===== src/rtl/reg_file_pkg.sv =====
// Shared constants and helpers for the scoreboarded register file.
package reg_file_pkg;

  localparam int DEF_WIDTH = 16;
  localparam int DEF_DEPTH = 8;

  // A write only lands when enabled and not aimed at the hardwired zero register.
  function automatic logic write_qual(input logic we, input logic zero_reg_en,
                                      input logic addr_is_zero);
    return we && !(zero_reg_en && addr_is_zero);
  endfunction

endpackage


===== src/rtl/reg_scoreboard.sv =====
// Per-register pending bits: set by decode when a multi-cycle producer issues,
// cleared by writeback. Two lookup ports plus an any-pending summary.
module reg_scoreboard #(
  parameter int DEPTH    = 8,
  parameter int AW       = 3,
  parameter int ZERO_REG = 1
) (
  input  logic          clk,
  input  logic          rst_n,
  input  logic          clr_en,
  input  logic [AW-1:0] clr_addr,
  input  logic          set_en,
  input  logic [AW-1:0] set_addr,
  input  logic [AW-1:0] look_a,
  input  logic [AW-1:0] look_b,
  output logic          pend_a,
  output logic          pend_b,
  output logic          pend_any
);

  logic [DEPTH-1:0] pend;
  logic [DEPTH-1:0] pend_nxt;
  logic             set_ok;

  // Register 0 never becomes pending when it is hardwired to zero.
  assign set_ok = set_en && !((ZERO_REG != 0) && (set_addr == '0));

  // Clear first, then set, so a new producer issued as the old one retires wins.
  always_comb begin
    pend_nxt = pend;
    if (clr_en) pend_nxt[clr_addr] = 1'b0;
    if (set_ok) pend_nxt[set_addr] = 1'b1;
  end

  // Pending state register.
  always_ff @(posedge clk or negedge rst_n) begin
    if (!rst_n) pend <= '0;
    else        pend <= pend_nxt;
  end

  assign pend_a   = pend[look_a];
  assign pend_b   = pend[look_b];
  assign pend_any = |pend;

endmodule


===== src/rtl/reg_file_sb.sv =====
// Parametrised register file with optional zero register, optional
// write-to-read bypass and a pending scoreboard for decode hazard checks.
module reg_file_sb
  import reg_file_pkg::*;
#(
  parameter  int WIDTH    = DEF_WIDTH,
  parameter  int DEPTH    = DEF_DEPTH,
  parameter  int ZERO_REG = 1,
  parameter  int BYPASS   = 1,
  localparam int AW       = $clog2(DEPTH)
) (
  input  logic             CLK,
  input  logic             RST_N,
  input  logic             RegWrite,
  input  logic [AW-1:0]    writeReg,
  input  logic [WIDTH-1:0] writeValue,
  input  logic [AW-1:0]    srcA,
  input  logic [AW-1:0]    srcB,
  output logic [WIDTH-1:0] ReadA,
  output logic [WIDTH-1:0] ReadB,
  output logic             ValidA,
  output logic             ValidB,
  input  logic             SetPend,
  input  logic [AW-1:0]    pendReg,
  output logic             PendAny
);

  logic [DEPTH-1:0][WIDTH-1:0] regs;
  logic wr_ok;
  logic byp_ok;
  logic hit_a, hit_b;
  logic zero_a, zero_b;
  logic pend_a, pend_b;

  assign wr_ok  = write_qual(RegWrite, ZERO_REG != 0, writeReg == '0);
  // Nothing may be forwarded while reset holds the outputs at their reset values.
  assign byp_ok = (BYPASS != 0) && RST_N && wr_ok;
  assign hit_a  = byp_ok && (writeReg == srcA);
  assign hit_b  = byp_ok && (writeReg == srcB);
  assign zero_a = (ZERO_REG != 0) && (srcA == '0);
  assign zero_b = (ZERO_REG != 0) && (srcB == '0);

  // Storage array; the last write to a register wins.
  always_ff @(posedge CLK or negedge RST_N) begin
    if (!RST_N)     regs <= '0;
    else if (wr_ok) regs[writeReg] <= writeValue;
  end

  // Read muxing: zero register overrides bypass, bypass overrides storage.
  always_comb begin
    ReadA = regs[srcA];
    ReadB = regs[srcB];
    if (hit_a)  ReadA = writeValue;
    if (hit_b)  ReadB = writeValue;
    if (zero_a) ReadA = '0;
    if (zero_b) ReadB = '0;
  end

  reg_scoreboard #(
    .DEPTH   (DEPTH),
    .AW      (AW),
    .ZERO_REG(ZERO_REG)
  ) u_sb (
    .clk     (CLK),
    .rst_n   (RST_N),
    .clr_en  (RegWrite),
    .clr_addr(writeReg),
    .set_en  (SetPend),
    .set_addr(pendReg),
    .look_a  (srcA),
    .look_b  (srcB),
    .pend_a  (pend_a),
    .pend_b  (pend_b),
    .pend_any(PendAny)
  );

  assign ValidA = !pend_a || hit_a || zero_a;
  assign ValidB = !pend_b || hit_b || zero_b;

endmodule


===== config.mk =====
export PLATFORM = sky130hd
export DESIGN_NAME = reg_file_sb
export DESIGN_NICKNAME = d
export VERILOG_FILES = /design/src/rtl/reg_file_pkg.sv /design/src/rtl/reg_scoreboard.sv /design/src/rtl/reg_file_sb.sv
export SDC_FILE = /design/constraint.sdc
export NUM_CORES = 1
export LEC_CHECK = 0
export ABC_AREA = 0
export BUFFER_PORTS_ARGS = -buffer_cell sky130_fd_sc_hd__clkbuf_2
export CORE_MARGIN = 2
export CORE_UTILIZATION = 48
export DETAILED_ROUTE_END_ITERATION = 8
export PLACE_DENSITY = 0.77
export SYNTH_ARGS = -nofsm -noshare
export SYNTH_HDL_FRONTEND = slang
export SYNTH_SLANG_ARGS = --single-unit
export TNS_END_PERCENT = 10

===== constraint.sdc =====
create_clock -name CLK -period 2.7 [get_ports CLK]
set_clock_uncertainty 0.1 [all_clocks]
set_input_delay 0 -clock CLK [delete_from_list [all_inputs] [get_ports CLK]]
set_output_delay 0 -clock CLK [all_outputs]
set_load 0.01 [all_outputs]

==> results.yml, run 1 <==
place:
  gp_congestion: 0.806
  post-dp-hpwl_um: 12300
  io_buffers: 66
  placedCellCount: 799
logic_synthesis:
  ys_ff_latch: 136
  synth_top_area_cell: "dfrtp_1"
  synth_area_um2: 7750
  syn_nets: 587
  ys_seq_area_share_pct: 43.9
  synth.most_common_cell: "dfrtp_1"
  async_reset_ff_share_pct: 100
  synth_warnings: 0
  synth_common_cells: "dfrtp_1 (136), mux2_2 (107), mux4_2 (68)"
  syn_inst: 555
  avgSynthCellArea_um2: 14.0
  synth_edf_count: 0
  ys_dominant_reg_cell: "dfrtp_1"
  synth.top_cell.area_share_pct: 43.9
  synth.distinct_cells: 34
  synthTopCellsByArea: "dfrtp_1 (44%), mux4_2 (20%), mux2_2 (16%), a211oi_2 (3.2%), nor2b_1 (2.7%)"
power_and_ir_drop:
  p_sw_share_pct: 26.9
  ir_worst_vdd_mv: 0.692
  p_sw_mw: 1.80
  p_int_mw: 4.89
  pwr-share-seq_pct: 40.9
  leakage_nw: 3.76
  power_frac_clock_pct: 35.6
  p_comb_share_pct: 23.5
  p_per_area_nw_per_um2: 742
  power_mw: 6.69
timing:
  clock.fmax_mhz: 428
  period_minus_slack_ns: 2.34
  drv_slew: 0
  finalSetupViolCount: 0
  fin_tns_setup_ns: 0
  grt_setup_unrepaired: "no"
  hold_viol_final: 0
  fin_crit_sh_pct: 86.6
  tightest_slew_ns: 0.759
  slew_headroom_pct: 49.3
  holdWs_ns: 0.0391
final_layout:
  num_antenna_cells: 0
  fin_util_pct: 57.0
  drive_gt1_share_pct: 50.0
  area_growth_syn_to_layout_pct: 16.3
  fill_cells: 1253
  nNetsFinal: 658
  stdcell_count: 854
detailed_routing:
  wl_met3_um: 1150
  drt_iter0_markers: 368
  wl_per_cell_um: 23.6
  dr_total_vias: 5261
  vias_per_cell: 6.16
  post-route-drc-count: 0
  drtPass1Iterations: 5
  wl_met2_um: 10100
  final_antenna_net_count: 0
  m1WireLength_um: 8130
  routed_wl_um: 20100
  top_layer: "met4"
clock_network:
  clk_latency_ns: 0.42
  h-tree-depth: 4
  clock_path_buffers: 2
  cts_buffers: 17
  clkSinkCount: 136
  post_cts_buffers: 0
  cts-root-buf: "clkbuf_16"
  cts_tree: "yes"
  path_clk_slew_ns: 0.06
floorplanning:
  fp.dieH_um: 131
  rows: 46
  coreArea_um2: 15800
  io_pins: 67
  die_w_um: 131
  start_util_pct: 49.0
  dieArea_um2: 17200
grt:
  grt_pass1_vias: 5615
  grt_pass1_wl_um: 31800
  grt_usage_pct: 25.4
  overflow: 0
  grt_max_degree: 137
  antenna_found_initial: 0
min_path:
  min_from: "writeReg[1]"
  hold_class: "input port to register"
  min_path_cells: 3
job:
  drv_cap: 0
critical_path:
  reg2reg_depth: 3
  critPathLaunch: "RST_N"
  rr_startpoint: "u_sb.pend[7]$_DFF_PN0_"
  arrival_ns: 2.24
  regToRegSetupSlack_ns: 1.33
  cp_max_fo: 11
  crit_path_end_kind: "output pin"
  critical_path_class: "input port to output pin"
  start_kind: "input port"
  cp.required_ns: 2.60
status:
  outcome: "complete, no violations"
-- final cells by class --
| class | count | area (um^2) | share of cell area (%) |
|---|---|---|---|
| timing repair buffer | 114 | 778 | 8.63 |
| sequential | 136 | 3400 | 37.8 |
| multi-input combinational | 354 | 3960 | 43.9 |
| inverter | 3 | 11.3 | 0.125 |
| tap | 216 | 270 | 3.00 |
| clock inverter | 10 | 153 | 1.69 |
| clock buffer | 21 | 440 | 4.89 |
-- flip-flops by register name, summed over array words and instances, names as in the netlist --
signal / cells
u_sb.pend: 8
regs: 128
-- worst paths after layout --
kind / to
worst max register to register: u_sb.pend[7]$_DFF_PN0_
worst max-delay path: ReadA[1]
min in group asynchronous: regs[61]$_DFFE_PN0P_
worst min register to register: regs[4]$_DFFE_PN0P_
max in group asynchronous: regs[103]$_DFFE_PN0P_
worst min-delay path: u_sb.pend[0]$_DFF_PN0_
-- cells in the final DEF, fill, tap and decap left out, types with 3 or more instances in the layout --
cell,Yosys,layout
nand2_1,7,7
dlygate4sd3_1,0,24
clkbuf_16,0,17
clkinv_2,0,5
mux4_2,68,68
o21ai_0,4,4
a211oi_2,20,20
nor2_1,33,33
a211oi_1,12,12
nand2b_1,3,3
clkbuf_2,0,65
mux2_2,107,107
nor2b_1,33,33
buf_4,6,23
dfrtp_1,136,136
nand4_1,3,3
nor3_1,32,32
clkbuf_1,20,4
inv_1,3,3
bufinv_16,0,4
xnor2_1,6,6
mux2_1,5,5
-- power groups by stage --
stage	Combinational, mW	Sequential [mW]	Clock, mW
final	1.57	2.74	2.38
after detailed placement	1.53	2.75	0
after floorplan	1.16	2.64	0
after CTS	1.58	2.73	2.41
after global routing	1.70	2.79	2.50
after global placement	1.47	2.70	0
-- metal layers --
layer	vias to the layer above	track usage, %
met2	228	42.5
met5	-	0
met1	2747	31.5
met3	53	5.19
li1	2233	-
met4	0	13.0
-- repair_timing --
| action | CTS | global route |
|---|---|---|
| endpoints found under the hold margin | 255 | 0 |
| hold buffers | 24 | 0 |
| resized for setup | 0 | 0 |
-- metrics by stage --
| stage | worst slack [ns] | area, um^2 |
|---|---|---|
| global route | 0.288 | 9010 |
| global placement | 0.751 | 8180 |
| finish | 0.361 | 9010 |
| floorplan | 1.29 | 7750 |
| CTS | 0.384 | 9010 |
| detailed placement | 0.712 | 8180 |
-- critical path, stage by stage --
cell and delay, ns:
dlygate4sd3_1 0.53, buf_4 0.15, o311a_4 0.22, nand4_1 0.57, buf_4 0.43, nor2_1 0.12, nor3_1 0.07, clkbuf_2 0.14
-- cell families (layout without fill, tap and decap cells) --
logic type / count (synthesis) / count (layout) / synth area share (%)
muxes: 182 / 182 / 36.3
AOI/OAI and AO/OA: 41 / 41 / 5.29
and+or+nand+nor: 125 / 125 / 8.81
DFF: 136 / 136 / 43.9
xor gates and xnor gates: 6 / 6 / 0.678
buffers and inverters: 65 / 148 / 5.04
Note: power is estimated with default switching activity, not from simulation.
==> inputs of run 2 (changes only) <==
--- a/config.mk
+++ b/config.mk
@@ -11,6 +11,7 @@
 export CORE_UTILIZATION = 48
 export DETAILED_ROUTE_END_ITERATION = 8
 export PLACE_DENSITY = 0.77
+export RECOVER_POWER = 100
 export SYNTH_ARGS = -nofsm -noshare
 export SYNTH_HDL_FRONTEND = slang
 export SYNTH_SLANG_ARGS = --single-unit
==> run 2 against run 1 <==
The run now ends with capacitance limit, slew limit left. Register-to-register slack worse by 0.02 ns. Sequential cell count stayed put. Utilization is 0.63 points lower. Hold slack got worse by 0.0047 ns. Wire length up 0.10%. Sequential share of layout area increased by 0.42 points. Non-clock buffer count is the same. Count of clock-buffer cells in the layout unchanged. Cell area shrank 1.1%.
==> results.yml, run 2 (synthesized netlist as in run 1, its figures left out) <==
status:
  outcome: "complete, but fails checks"
  violations: "capacitance limit, slew limit"
clock_network:
  cts_buffers: 17
  clk_latency_ns: 0.42
  cts_tree: "yes"
  clkSinkCount: 136
  clock_path_buffers: 2
  h-tree-depth: 4
  post_cts_buffers: 0
  cts-root-buf: "clkbuf_16"
  path_clk_slew_ns: 0.06
grt:
  grt_pass1_vias: 5615
  overflow: 0
  grt_usage_pct: 25.4
  antenna_found_initial: 0
  grt_pass1_wl_um: 31800
  grt_max_degree: 137
place:
  gp_congestion: 0.806
  io_buffers: 66
  dp_slack_ns: 0.712
  placedCellCount: 799
  post-dp-hpwl_um: 12300
power_and_ir_drop:
  leakage_nw: 3.62
  p_per_area_nw_per_um2: 748
  ir_worst_vdd_mv: 0.685
  power_mw: 6.67
timing:
  finalSetupViolCount: 0
  setup_slack_ns: 0.302
  hold_viol_final: 0
  fin_tns_setup_ns: 0
  grt_setup_unrepaired: "no"
  clock.fmax_mhz: 417
  slew_headroom_pct: -24.2
  period_minus_slack_ns: 2.40
  drv_slew: 137
  fin_crit_sh_pct: 88.8
  tightest_slew_ns: 1.86
critical_path:
  crit_family: "buffers and inverters"
  cpMaxStageDelayCell: "nand4_1"
  start_kind: "input port"
  crit_buf_inv: 4
  cpPeakStageDelay_ns: 0.58
  critical_path_class: "input port to output pin"
  cp_cell_sequence: "dlygate4sd3_1, buf_4, o311a_1, nand4_1, clkbuf_1, nor2_1, nor3_1, clkbuf_1"
  regToRegSetupSlack_ns: 1.31
  crit_path_end_kind: "output pin"
  arrival_ns: 2.30
  cpMostUsedCell: "clkbuf_1"
  cp.required_ns: 2.60
  cp_max_fo: 11
detailed_routing:
  drtPass1Iterations: 5
  wl_per_cell_um: 23.6
  dr_total_vias: 5312
  vias_per_cell: 6.22
  routed_wl_um: 20200
  drt_iter0_markers: 364
  final_antenna_net_count: 0
  post-route-drc-count: 0
floorplanning:
  rows: 46
  io_pins: 67
  fp.dieH_um: 131
  die_w_um: 131
  coreArea_um2: 15800
  dieArea_um2: 17200
  start_util_pct: 49.0
min_path:
  hold_class: "input port to register"
job:
  drv_cap: 1
final_layout:
  reg_top3: "regs: 128 flops, u_sb.pend: 8 flops"
  regMostFlops: "regs"
  area_growth_syn_to_layout_pct: 15.0
  final_cell_mix: "dfrtp_1 (136), mux2_2 (107), mux4_2 (68), clkbuf_1 (45)"
  final_common_cell: "dfrtp_1"
  drive_gt1_share_pct: 43.3
  stdcell_count: 854
  num_antenna_cells: 0
  largest_reg_flops: 128
  fill_cells: 1291
  nNetsFinal: 658
[run 2: changes by cell type in the layout (fill, tap and decap cells not counted), sizes merged]
cell	delta
buf	-9
clkbuf	+9
[run 2: cell type report]
| cell class | instances | area (um^2) | share of cell area, % |
|---|---|---|---|
| sequential | 136 | 3400 | 38.2 |
| clock inverter | 10 | 153 | 1.71 |
| clock buffer | 21 | 440 | 4.94 |
| inverter | 3 | 11.3 | 0.126 |
| multi-input combinational | 354 | 3940 | 44.2 |
| tap | 216 | 270 | 3.03 |
| timing repair buffer | 114 | 694 | 7.79 |
[run 2: worst paths after layout]
path / startpoint / cells past startpoint / to
min in group asynchronous: RST_N / 3 / regs[61]$_DFFE_PN0P_
setup / recovery: RST_N / 8 / ReadA[1]
setup reg to reg: u_sb.pend[4]$_DFF_PN0_ / 3 / u_sb.pend[4]$_DFF_PN0_
hold / removal: writeReg[1] / 3 / u_sb.pend[0]$_DFF_PN0_
max in group asynchronous: RST_N / 3 / regs[103]$_DFFE_PN0P_
hold reg to reg: regs[6]$_DFFE_PN0P_ / 0 / regs[6]$_DFFE_PN0P_
[run 2: where the power goes]
part / internal, mW / total, mW / switching [mW] / leakage [nW]
registers: 2.43 / 2.74 / 0.305 / 1.66
logic: 0.901 / 1.54 / 0.641 / 1.67
clock network: 1.53 / 2.38 / 0.855 / 0.290
[run 2: tightest hold or removal path: cells and delay by family]
kind / cells / cell delay [ns]
AND/OR/NAND/NOR: 1 / 0.19
buffers and inverters: 1 / 0.18
AO/OA/AOI/OAI: 1 / 0.13
[run 2: through the flow]
step | area (um^2) | util, % | hold slack, ns
2_1_floorplan | 7750 | - | -0.396
3_3_place_gp | 8180 | 51.7 | 0.119
3_5_place_dp | 8180 | 51.7 | 0.127
4_1_cts | 9010 | 57.0 | 0.0251
5_1_grt | 8910 | 56.3 | 0.0603
6_report | 8910 | 56.3 | 0.0345
[run 2: layer usage]
| metal | up-vias | global-route usage (%) | share of wire [%] |
|---|---|---|---|
| met1 | 2772 | 31.5 | 39 |
| met5 | - | 0 | 0 |
| li1 | 2239 | - | - |
| met2 | 235 | 42.5 | 50 |
| met3 | 66 | 5.19 | 6.6 |
| met4 | 0 | 13.0 | 4.0 |
[run 2: timing repair]
action / 4_1_cts / 5_1_grt
setup endpoints to repair: 0 / 0
gates resized for setup: 0 / 0
hold buffers: 24 / 0
hold endpoints to repair: 255 / 0
